===== src/rtl/led_sweep_sequencer.sv =====
// Position sequencer for the addressable-LED strip driver: bounce, wrap-forward, single-shot and wrap-reverse sweeps.
// Optional macro LED_SWEEP_WATCHDOG_EN adds TIMEOUT_CYCLES and a sticky frame_timeout output.
module led_sweep_sequencer #(
    parameter int unsigned NUM_LEDS    = 51,
    parameter int unsigned BASE_CYCLES = 1000000,
    parameter int unsigned MIN_HOLD    = 5000,
    parameter int unsigned CNT_W       = 16
`ifdef LED_SWEEP_WATCHDOG_EN
    ,
    parameter int unsigned TIMEOUT_CYCLES = 2000000
`endif
) (
    input  logic                        clk_100mhz,
    input  logic                        sys_rst_n,
    input  logic                        start,
    input  logic                        stop,
    input  logic [1:0]                  mode,
    input  logic [3:0]                  period_sel,
    input  logic                        frame_done,
    output logic [$clog2(NUM_LEDS)-1:0] position,
    output logic                        is_forward,
    output logic                        frame_start,
    output logic                        busy,
    output logic                        run_done,
    output logic [CNT_W-1:0]            sweep_count
`ifdef LED_SWEEP_WATCHDOG_EN
    ,
    output logic                        frame_timeout
`endif
);

    localparam int unsigned POS_W    = $clog2(NUM_LEDS);
    localparam int unsigned HOLD_MAX = (BASE_CYCLES * 16 > MIN_HOLD) ? BASE_CYCLES * 16 : MIN_HOLD;
    localparam int unsigned HOLD_W   = $clog2(HOLD_MAX + 1);
    localparam logic [POS_W-1:0] LAST = POS_W'(NUM_LEDS - 1);

    localparam logic [1:0] S_IDLE = 2'd0;
    localparam logic [1:0] S_SEND = 2'd1;
    localparam logic [1:0] S_HOLD = 2'd2;

    localparam logic [1:0] MODE_BOUNCE = 2'd0;
    localparam logic [1:0] MODE_WRAP_F = 2'd1;
    localparam logic [1:0] MODE_SINGLE = 2'd2;
    localparam logic [1:0] MODE_WRAP_R = 2'd3;

    logic [1:0]        state_q, state_d;
    logic [1:0]        mode_q, mode_d;
    logic [3:0]        period_q, period_d;
    logic              stop_pend_q, stop_pend_d;
    logic [POS_W-1:0]  pos_q, pos_d;
    logic              fwd_q, fwd_d;
    logic              fstart_q, fstart_d;
    logic              run_done_q, run_done_d;
    logic [CNT_W-1:0]  sweep_q, sweep_d;
    logic [HOLD_W-1:0] hold_q, hold_d;
    logic [HOLD_W-1:0] hold_cnt_q, hold_cnt_d;
    logic [HOLD_W-1:0] hold_scaled, hold_calc;

`ifdef LED_SWEEP_WATCHDOG_EN
    localparam int unsigned WD_W = $clog2(TIMEOUT_CYCLES + 1);
    localparam logic [WD_W-1:0] WD_LAST = WD_W'(TIMEOUT_CYCLES - 1);

    logic [WD_W-1:0] wd_cnt_q, wd_cnt_d;
    logic            timeout_q, timeout_d;
`endif

    // Hold period uses the period_sel latched at start so mid-run changes are ignored.
    assign hold_scaled = HOLD_W'(BASE_CYCLES) * (HOLD_W'(period_q) + HOLD_W'(1));
    assign hold_calc   = (hold_scaled < HOLD_W'(MIN_HOLD)) ? HOLD_W'(MIN_HOLD) : hold_scaled;

    always_comb begin
        state_d     = state_q;
        mode_d      = mode_q;
        period_d    = period_q;
        stop_pend_d = stop_pend_q;
        pos_d       = pos_q;
        fwd_d       = fwd_q;
        fstart_d    = 1'b0;
        run_done_d  = 1'b0;
        sweep_d     = sweep_q;
        hold_d      = hold_q;
        hold_cnt_d  = hold_cnt_q;
`ifdef LED_SWEEP_WATCHDOG_EN
        wd_cnt_d    = wd_cnt_q;
        timeout_d   = timeout_q;
`endif

        if (state_q != S_IDLE && stop) begin
            stop_pend_d = 1'b1;
        end

        case (state_q)
            S_IDLE: begin
                if (start) begin
                    mode_d      = mode;
                    period_d    = period_sel;
                    stop_pend_d = stop;
                    sweep_d     = '0;
                    state_d     = S_SEND;
                    fstart_d    = 1'b1;
                    if (mode == MODE_WRAP_R) begin
                        pos_d = LAST;
                        fwd_d = 1'b0;
                    end else begin
                        pos_d = '0;
                        fwd_d = 1'b1;
                    end
`ifdef LED_SWEEP_WATCHDOG_EN
                    wd_cnt_d  = '0;
                    timeout_d = 1'b0;
`endif
                end
            end

            S_SEND: begin
                if (frame_done) begin
                    hold_d     = hold_calc;
                    hold_cnt_d = '0;
                    state_d    = S_HOLD;
                end
`ifdef LED_SWEEP_WATCHDOG_EN
                else if (wd_cnt_q == WD_LAST) begin
                    state_d    = S_IDLE;
                    run_done_d = 1'b1;
                    timeout_d  = 1'b1;
                end else begin
                    wd_cnt_d = wd_cnt_q + WD_W'(1);
                end
`endif
            end

            S_HOLD: begin
                if (hold_cnt_q != hold_q - HOLD_W'(1)) begin
                    hold_cnt_d = hold_cnt_q + HOLD_W'(1);
                end else if (stop_pend_q) begin
                    state_d    = S_IDLE;
                    run_done_d = 1'b1;
                end else begin
                    state_d  = S_SEND;
                    fstart_d = 1'b1;
`ifdef LED_SWEEP_WATCHDOG_EN
                    wd_cnt_d = '0;
`endif
                    case (mode_q)
                        MODE_BOUNCE: begin
                            // Endpoints turn around in place so each end is shown once per pass.
                            if (fwd_q) begin
                                if (pos_q == LAST) begin
                                    pos_d   = LAST - POS_W'(1);
                                    fwd_d   = 1'b0;
                                    sweep_d = sweep_q + CNT_W'(1);
                                end else begin
                                    pos_d = pos_q + POS_W'(1);
                                end
                            end else begin
                                if (pos_q == '0) begin
                                    pos_d   = POS_W'(1);
                                    fwd_d   = 1'b1;
                                    sweep_d = sweep_q + CNT_W'(1);
                                end else begin
                                    pos_d = pos_q - POS_W'(1);
                                end
                            end
                        end
                        MODE_WRAP_F: begin
                            if (pos_q == LAST) begin
                                pos_d   = '0;
                                sweep_d = sweep_q + CNT_W'(1);
                            end else begin
                                pos_d = pos_q + POS_W'(1);
                            end
                        end
                        MODE_SINGLE: begin
                            if (pos_q == LAST) begin
                                state_d    = S_IDLE;
                                fstart_d   = 1'b0;
                                run_done_d = 1'b1;
                                sweep_d    = CNT_W'(1);
                            end else begin
                                pos_d = pos_q + POS_W'(1);
                            end
                        end
                        MODE_WRAP_R: begin
                            if (pos_q == '0) begin
                                pos_d   = LAST;
                                sweep_d = sweep_q + CNT_W'(1);
                            end else begin
                                pos_d = pos_q - POS_W'(1);
                            end
                        end
                    endcase
                end
            end

            default: state_d = S_IDLE;
        endcase
    end

    always_ff @(posedge clk_100mhz or negedge sys_rst_n) begin
        if (!sys_rst_n) begin
            state_q     <= S_IDLE;
            mode_q      <= '0;
            period_q    <= '0;
            stop_pend_q <= 1'b0;
            pos_q       <= '0;
            fwd_q       <= 1'b0;
            fstart_q    <= 1'b0;
            run_done_q  <= 1'b0;
            sweep_q     <= '0;
            hold_q      <= '0;
            hold_cnt_q  <= '0;
`ifdef LED_SWEEP_WATCHDOG_EN
            wd_cnt_q    <= '0;
            timeout_q   <= 1'b0;
`endif
        end else begin
            state_q     <= state_d;
            mode_q      <= mode_d;
            period_q    <= period_d;
            stop_pend_q <= stop_pend_d;
            pos_q       <= pos_d;
            fwd_q       <= fwd_d;
            fstart_q    <= fstart_d;
            run_done_q  <= run_done_d;
            sweep_q     <= sweep_d;
            hold_q      <= hold_d;
            hold_cnt_q  <= hold_cnt_d;
`ifdef LED_SWEEP_WATCHDOG_EN
            wd_cnt_q    <= wd_cnt_d;
            timeout_q   <= timeout_d;
`endif
        end
    end

    assign position    = pos_q;
    assign is_forward  = fwd_q;
    assign frame_start = fstart_q;
    assign busy        = (state_q != S_IDLE);
    assign run_done    = run_done_q;
    assign sweep_count = sweep_q;
`ifdef LED_SWEEP_WATCHDOG_EN
    assign frame_timeout = timeout_q;
`endif

endmodule


===== config.mk =====
export PLATFORM = sky130hd
export DESIGN_NAME = led_sweep_sequencer
export DESIGN_NICKNAME = d
export VERILOG_FILES = /design/src/rtl/led_sweep_sequencer.sv
export SDC_FILE = /design/constraint.sdc
export NUM_CORES = 1
export LEC_CHECK = 0
export CAP_MARGIN = 5
export CELL_PAD_IN_SITES_DETAIL_PLACEMENT = 1
export CELL_PAD_IN_SITES_GLOBAL_PLACEMENT = 1
export CORE_ASPECT_RATIO = 1.5
export CORE_MARGIN = 4
export CORE_UTILIZATION = 35
export CTS_BUF_LIST = sky130_fd_sc_hd__clkbuf_4 sky130_fd_sc_hd__clkbuf_8 sky130_fd_sc_hd__clkbuf_16
export DETAILED_ROUTE_END_ITERATION = 10
export PLACE_DENSITY_LB_ADDON = 0.2
export SYNTH_ARGS = -nofsm -noshare
export SYNTH_HDL_FRONTEND = slang
export SYNTH_SLANG_ARGS = --single-unit

===== constraint.sdc =====
create_clock -name clk_100mhz -period 10 [get_ports clk_100mhz]
set_input_delay 1 -clock clk_100mhz [delete_from_list [all_inputs] [get_ports clk_100mhz]]
set_output_delay 1 -clock clk_100mhz [all_outputs]
set_load 0.02 [all_outputs]

==> metrics.txt, run 1 <==
status finished clean; GRT overflow 0; Final min period 5440 ps; Fmax achieved 0.184 GHz; gpl congestion 0.883; die width 115 µm; antenna-violating nets left 0; Pre-antenna DRT Iters 5; metal1 wirelength 7370 µm; I/O pins 37; routed length on met2 10300 µm; Startpoint Class flip-flop; pwr/cell area 358 nW/µm²; placed insts 943; first-pass GRT wire length 30700 µm; R2R Path End hold_q[7]$_DFFE_PN0P_; Hold Crit Depth 2; critical path required time 10270 ps; setup TNS 0 ps; Avg Inst Size Synth 8.27 µm²; flip-flop and latch count after synthesis 77; routed wire length 18600 µm; Register-to-Register Setup Slack 4560 ps; post-synthesis sequential area ratio 0.321; Critical Path AT 5710 ps; fillers 2070; fin cells 959; Final nets 795; most frequent cells in the layout nand2_1 (79), dfrtp_1 (77), nor2_1 (52); IO buf count 36; Initial Util 0.357; vias in the first global route 6012; initial antenna violation count 0; layout cells sized above 1 0.0521; period utilisation layout 0.544; num rows 58; most common cell after layout, fill and taps aside nand2_1; routed len/inst 19.4 µm; ys flop type dfrtp_1; Ant. Diodes 0; Mapped Area 6010 µm²; Post-CTS Repair Setup Buffers 0; HP Class reg -> reg; P&R area growth vs syn 13.1%; WHS Endpoint hold_q[23]$_DFFE_PN0P_; worst path cell trace ha_1, xor2_1, ha_1, ha_1, inv_1, fa_1, inv_1, ha_1, a21o_1, a21o_1, a21o_1, a41o_1, a31oi_1, xnor2_1, nor3_1, nand3b_1; reg2reg start period_q[0]$_DFFE_PN0P_; EDFF count, synth 0; post-synthesis cell type count 69; Clock Latency Late Sink 330 ps; gate count after technology mapping 726; CP Class reg -> reg; Max Cap Violations 0; vias per cell 5.80; Via Count 5559; syn_nets 777; Slowest-stage cell, CP nor3_1; final hold violation count 0; fraction of registers with async set/reset 1.00; Static Leak 2.80 nW; Max VDD drop 0.644 mV; # DRC 0; CTS Buf Count 9; clock tree buffer depth 2; Die Span Y 168 µm; slew at the pin closest to its max-slew limit 1160 ps; Overall Global Routing Usage 0.197; post_cts resized 0; CP Max Fanout 12; Core ar. 16800 µm²; critical path capture point type flip-flop; CTS tree done; r2r worst-path depth 16; met3 wire len 409 µm; most used cell, CP ha_1; clock skew 5.42 ps; DP Wirelength 14300 µm; max-slew violations 0; clk sinks 77; max-slew headroom at the worst pin 0.222; CTS HTree Levels 3; largest net degree at the start of global routing 49; HP Start hold_q[23]$_DFFE_PN0P_; Initial DRC Count 300; CP peak stage delay 940 ps; Post-CTS Hold Buffers 0; Clock Pin Slew Worst Setup and Hold Paths 60 ps; Yosys warnings 0; root buffer cell clkbuf_16; RSZ-0062 raised after global routing false; # setup viols final 0; Die ar. 19400 µm²; Tot Pwr 2.43 mW; crit path launch period_q[0]$_DFFE_PN0P_; highest metal used met4
stage by stage:
stage	hold slack [ps]	area (µm²)	utilization	setup slack, ps
CTS	523	6800	0.404	4490
floorplan	467	6010	-	5560
global placement	489	6530	0.388	4800
detailed placement	512	6530	0.388	4490
global route	543	6800	0.404	4110
finish	514	6800	0.404	4560
critical path: cells and delay by family (launching register included):
| kind | cells | cell delay (ps) |
|---|---|---|
| AO/OA/AOI/OAI | 5 | 960 |
| buffers and inverters | 2 | 90 |
| XOR/XNOR | 2 | 760 |
| AND/OR/NAND/NOR | 2 | 1150 |
| flip-flops | 1 | 580 |
| adder cells (fa/ha/maj) | 5 | 1810 |
layer usage:
layer	vias up	global-route usage
li1	2657	-
met3	40	0.0261
met2	94	0.369
met1	2768	0.219
met5	-	0
met4	0	0.0802
final cells by class:
class                   instances  area (µm²)  share of cell area
repair buffers                 41         395              0.0582
clock buffers                   9         225              0.0331
well taps                     210         263              0.0387
multi-input cells             573        3780               0.557
clock inverters                 7        42.5             0.00626
inverters                      42         158              0.0232
flip-flops and latches         77        1930               0.284
where the power goes:
group	leakage, nW	switching, mW	internal [mW]
Sequential	1.02	0.145	0.385
Clock	0.127	0.134	0.166
Combinational	1.65	0.946	0.653
Total	2.80	1.23	1.20
kinds of logic after synthesis:
group / share of synthesized area
buf+inv: 0.0496
simple gates: 0.242
fa+ha+maj: 0.0925
mux: 0.0175
xor+xnor: 0.0685
compound gates: 0.210
flops: 0.321
worst max-delay path by stage:
stage,cells after the start,slack (ps),endpoint
2_1_floorplan,16,5560,hold_q[13]$_DFFE_PN0P_
3_3_place_gp,15,4800,hold_q[6]$_DFFE_PN0P_
3_5_place_dp,16,4490,hold_q[14]$_DFFE_PN0P_
4_1_cts,16,4490,hold_q[14]$_DFFE_PN0P_
5_1_grt,16,4110,hold_q[14]$_DFFE_PN0P_
6_report,16,4560,hold_q[7]$_DFFE_PN0P_
flip-flops by register name (all words and copies together) (netlist names):
register     cells
sweep_count     16
position         6
hold_cnt_q      24
frame_start      1
is_forward       1
run_done         1
hold_q          19
mode_q           2
stop_pend_q      1
period_q         4
state_q          2
synthesized netlist by cell type, drive strengths merged (7+ instances only):
| cell | n | share of area |
|---|---|---|
| and2 | 7 | 0.0073 |
| or3 | 14 | 0.015 |
| o211ai | 11 | 0.014 |
| o31ai | 16 | 0.020 |
| clkbuf | 28 | 0.017 |
| nand4 | 9 | 0.0094 |
| nand2 | 79 | 0.049 |
| nor3 | 23 | 0.020 |
| xnor2 | 31 | 0.045 |
| ha | 34 | 0.071 |
| or4 | 9 | 0.012 |
| a31oi | 10 | 0.010 |
| inv | 42 | 0.026 |
| nand3 | 28 | 0.023 |
| xor2 | 16 | 0.023 |
| a21oi | 42 | 0.035 |
| nor2 | 53 | 0.033 |
| nand2b | 9 | 0.0094 |
| a211oi | 11 | 0.014 |
| and3 | 13 | 0.014 |
| o21ai | 49 | 0.041 |
| nor4 | 8 | 0.0083 |
| a21o | 9 | 0.011 |
| dfrtp | 77 | 0.32 |
(Power assumes the default switching activity.)
==> run 2: changes to the inputs <==
Clock period 10 ns to 5.05 ns, I/O delays scaled along.
==> metrics.txt, run 2 (synthesized netlist as in run 1, its figures left out) <==
clk sinks 77; critical path capture point type flip-flop; Max Cap Violations 0; CP Max Fanout 12; Die Span Y 168 µm; clock tree buffer depth 2; routed len/inst 19.4 µm; vias in the first global route 6061; initial antenna violation count 0; Core ar. 16800 µm²; Overall Global Routing Usage 0.198; most frequent cells in the layout nand2_1 (79), dfrtp_1 (77), nor2_1 (52); reg2reg start period_q[2]$_DFFE_PN0P_; die width 115 µm; HP Class in -> async; register area 1930 µm²; GRT met1 Usage 0.218; Pre-antenna DRT Iters 4; Final min period 4590 ps; Ant. Diodes 0; slew at the pin closest to its max-slew limit 1100 ps; most common cell after layout, fill and taps aside nand2_1; RSZ-0062 raised after global routing false; layout cells sized above 1 0.0596; Clock Latency Late Sink 340 ps; P&R area growth vs syn 14.9%; I/O pins 37; gpl congestion 0.898; CP Class reg -> reg; Util after Layout 0.410; max reg flops 24; R2R Path End hold_q[9]$_DFFE_PN0P_; grt met3 use 0.0207; Die ar. 19400 µm²; Final nets 801; routing usage on met2 0.369; busiest grt layer met2; Via Count 5652; status finished clean; Post-CTS Repair Setup Buffers 0; IO buf count 36; period utilisation layout 0.910; # DRC 0; GRT overflow 0; Initial Util 0.357; DP Wirelength 14400 µm; Static Leak 2.87 nW; Top reg by flops hold_cnt_q; root buffer cell clkbuf_16; fillers 2030; post_cts resized 0; setup TNS 0 ps; max-slew headroom at the worst pin 0.268; Register-to-Register Setup Slack 460 ps; Fmax achieved 0.218 GHz; critical path required time 5270 ps; num rows 58; first-pass GRT wire length 31000 µm; worst hold slack 59.2 ps; CTS Buf Count 9; CTS HTree Levels 3; routed wire length 18700 µm; largest net degree at the start of global routing 54; vias per cell 5.86; multi-input logic area 3780 µm²; final hold violation count 0; r2r worst-path depth 16; antenna-violating nets left 0; # setup viols final 0; CTS tree done; Clock Pin Slew Worst Setup and Hold Paths 60 ps; max-slew violations 0; Post-CTS Hold Buffers 0; Max VDD drop 1.27 mV; pwr/cell area 724 nW/µm²; Startpoint Class flip-flop; Initial DRC Count 303; clock skew 9.96 ps; Critical Path AT 4810 ps
==> run 2: cell count changes in the layout (fill, tap and decap cells not counted), sizes merged <==
cell and delta:
bufinv +2, clkbuf +3, clkinv -2, clkinvlp -3, buf +6
==> run 2: area by class of cell <==
| class | count | area share |
|---|---|---|
| clock buffers | 12 | 0.0377 |
| clock inverters | 4 | 0.0102 |
| well taps | 210 | 0.0381 |
| repair buffers | 47 | 0.0638 |
| flip-flops and latches | 77 | 0.279 |
| multi-input cells | 573 | 0.548 |
| inverters | 42 | 0.0228 |
==> run 2: worst max-delay path, cell delays in order, from the launching register on <==
cell and delay [ps]:
dfrtp_1 470, nand3_1 210, xnor2_1 510, ha_1 340, inv_1 70, fa_1 440, fa_1 520, inv_1 50
ha_1 360, a21o_1 190, a21o_1 180, a41o_1 190, a31oi_1 210, xnor2_1 190, nor3_1 90, buf_4 180
a211o_1 260
==> run 2: layer usage <==
metal | routed length (µm) | vias to the layer above
met3 | 520 | 53
met1 | 7180 | 2807
met4 | 752 | 0
li1 | - | 2676
met2 | 10300 | 116
met5 | 0 | -
==> run 2: power by group <==
part	total, mW	switching, mW	internal [mW]
Combinational	3.24	1.91	1.33
Sequential	1.04	0.273	0.762
Clock	0.724	0.260	0.464
Total	5.00	2.44	2.55
==> run 2: worst max path at each step <==
stage | startpoint | endpoint | slack [ps] | cells past startpoint
after global routing | period_q[1]$_DFFE_PN0P_ | hold_q[9]$_DFFE_PN0P_ | 130 | 18
final | period_q[2]$_DFFE_PN0P_ | hold_q[9]$_DFFE_PN0P_ | 460 | 16
after CTS | period_q[2]$_DFFE_PN0P_ | hold_q[9]$_DFFE_PN0P_ | 410 | 16
after floorplan | period_q[0]$_DFFE_PN0P_ | hold_q[13]$_DFFE_PN0P_ | 610 | 16
after global placement | period_q[2]$_DFFE_PN0P_ | hold_q[9]$_DFFE_PN0P_ | 600 | 16
after detailed placement | period_q[2]$_DFFE_PN0P_ | hold_q[9]$_DFFE_PN0P_ | 450 | 16
==> run 2: per-stage QoR <==
stage	instance area, µm²	worst slack (ps)	std cells	power [mW]
after floorplan	6010	615	726	3.35
after global placement	6570	597	949	4.15
after detailed placement	6570	446	949	4.32
after CTS	6900	412	965	5.07
after global routing	6900	126	965	5.47
final	6900	457	965	5.00
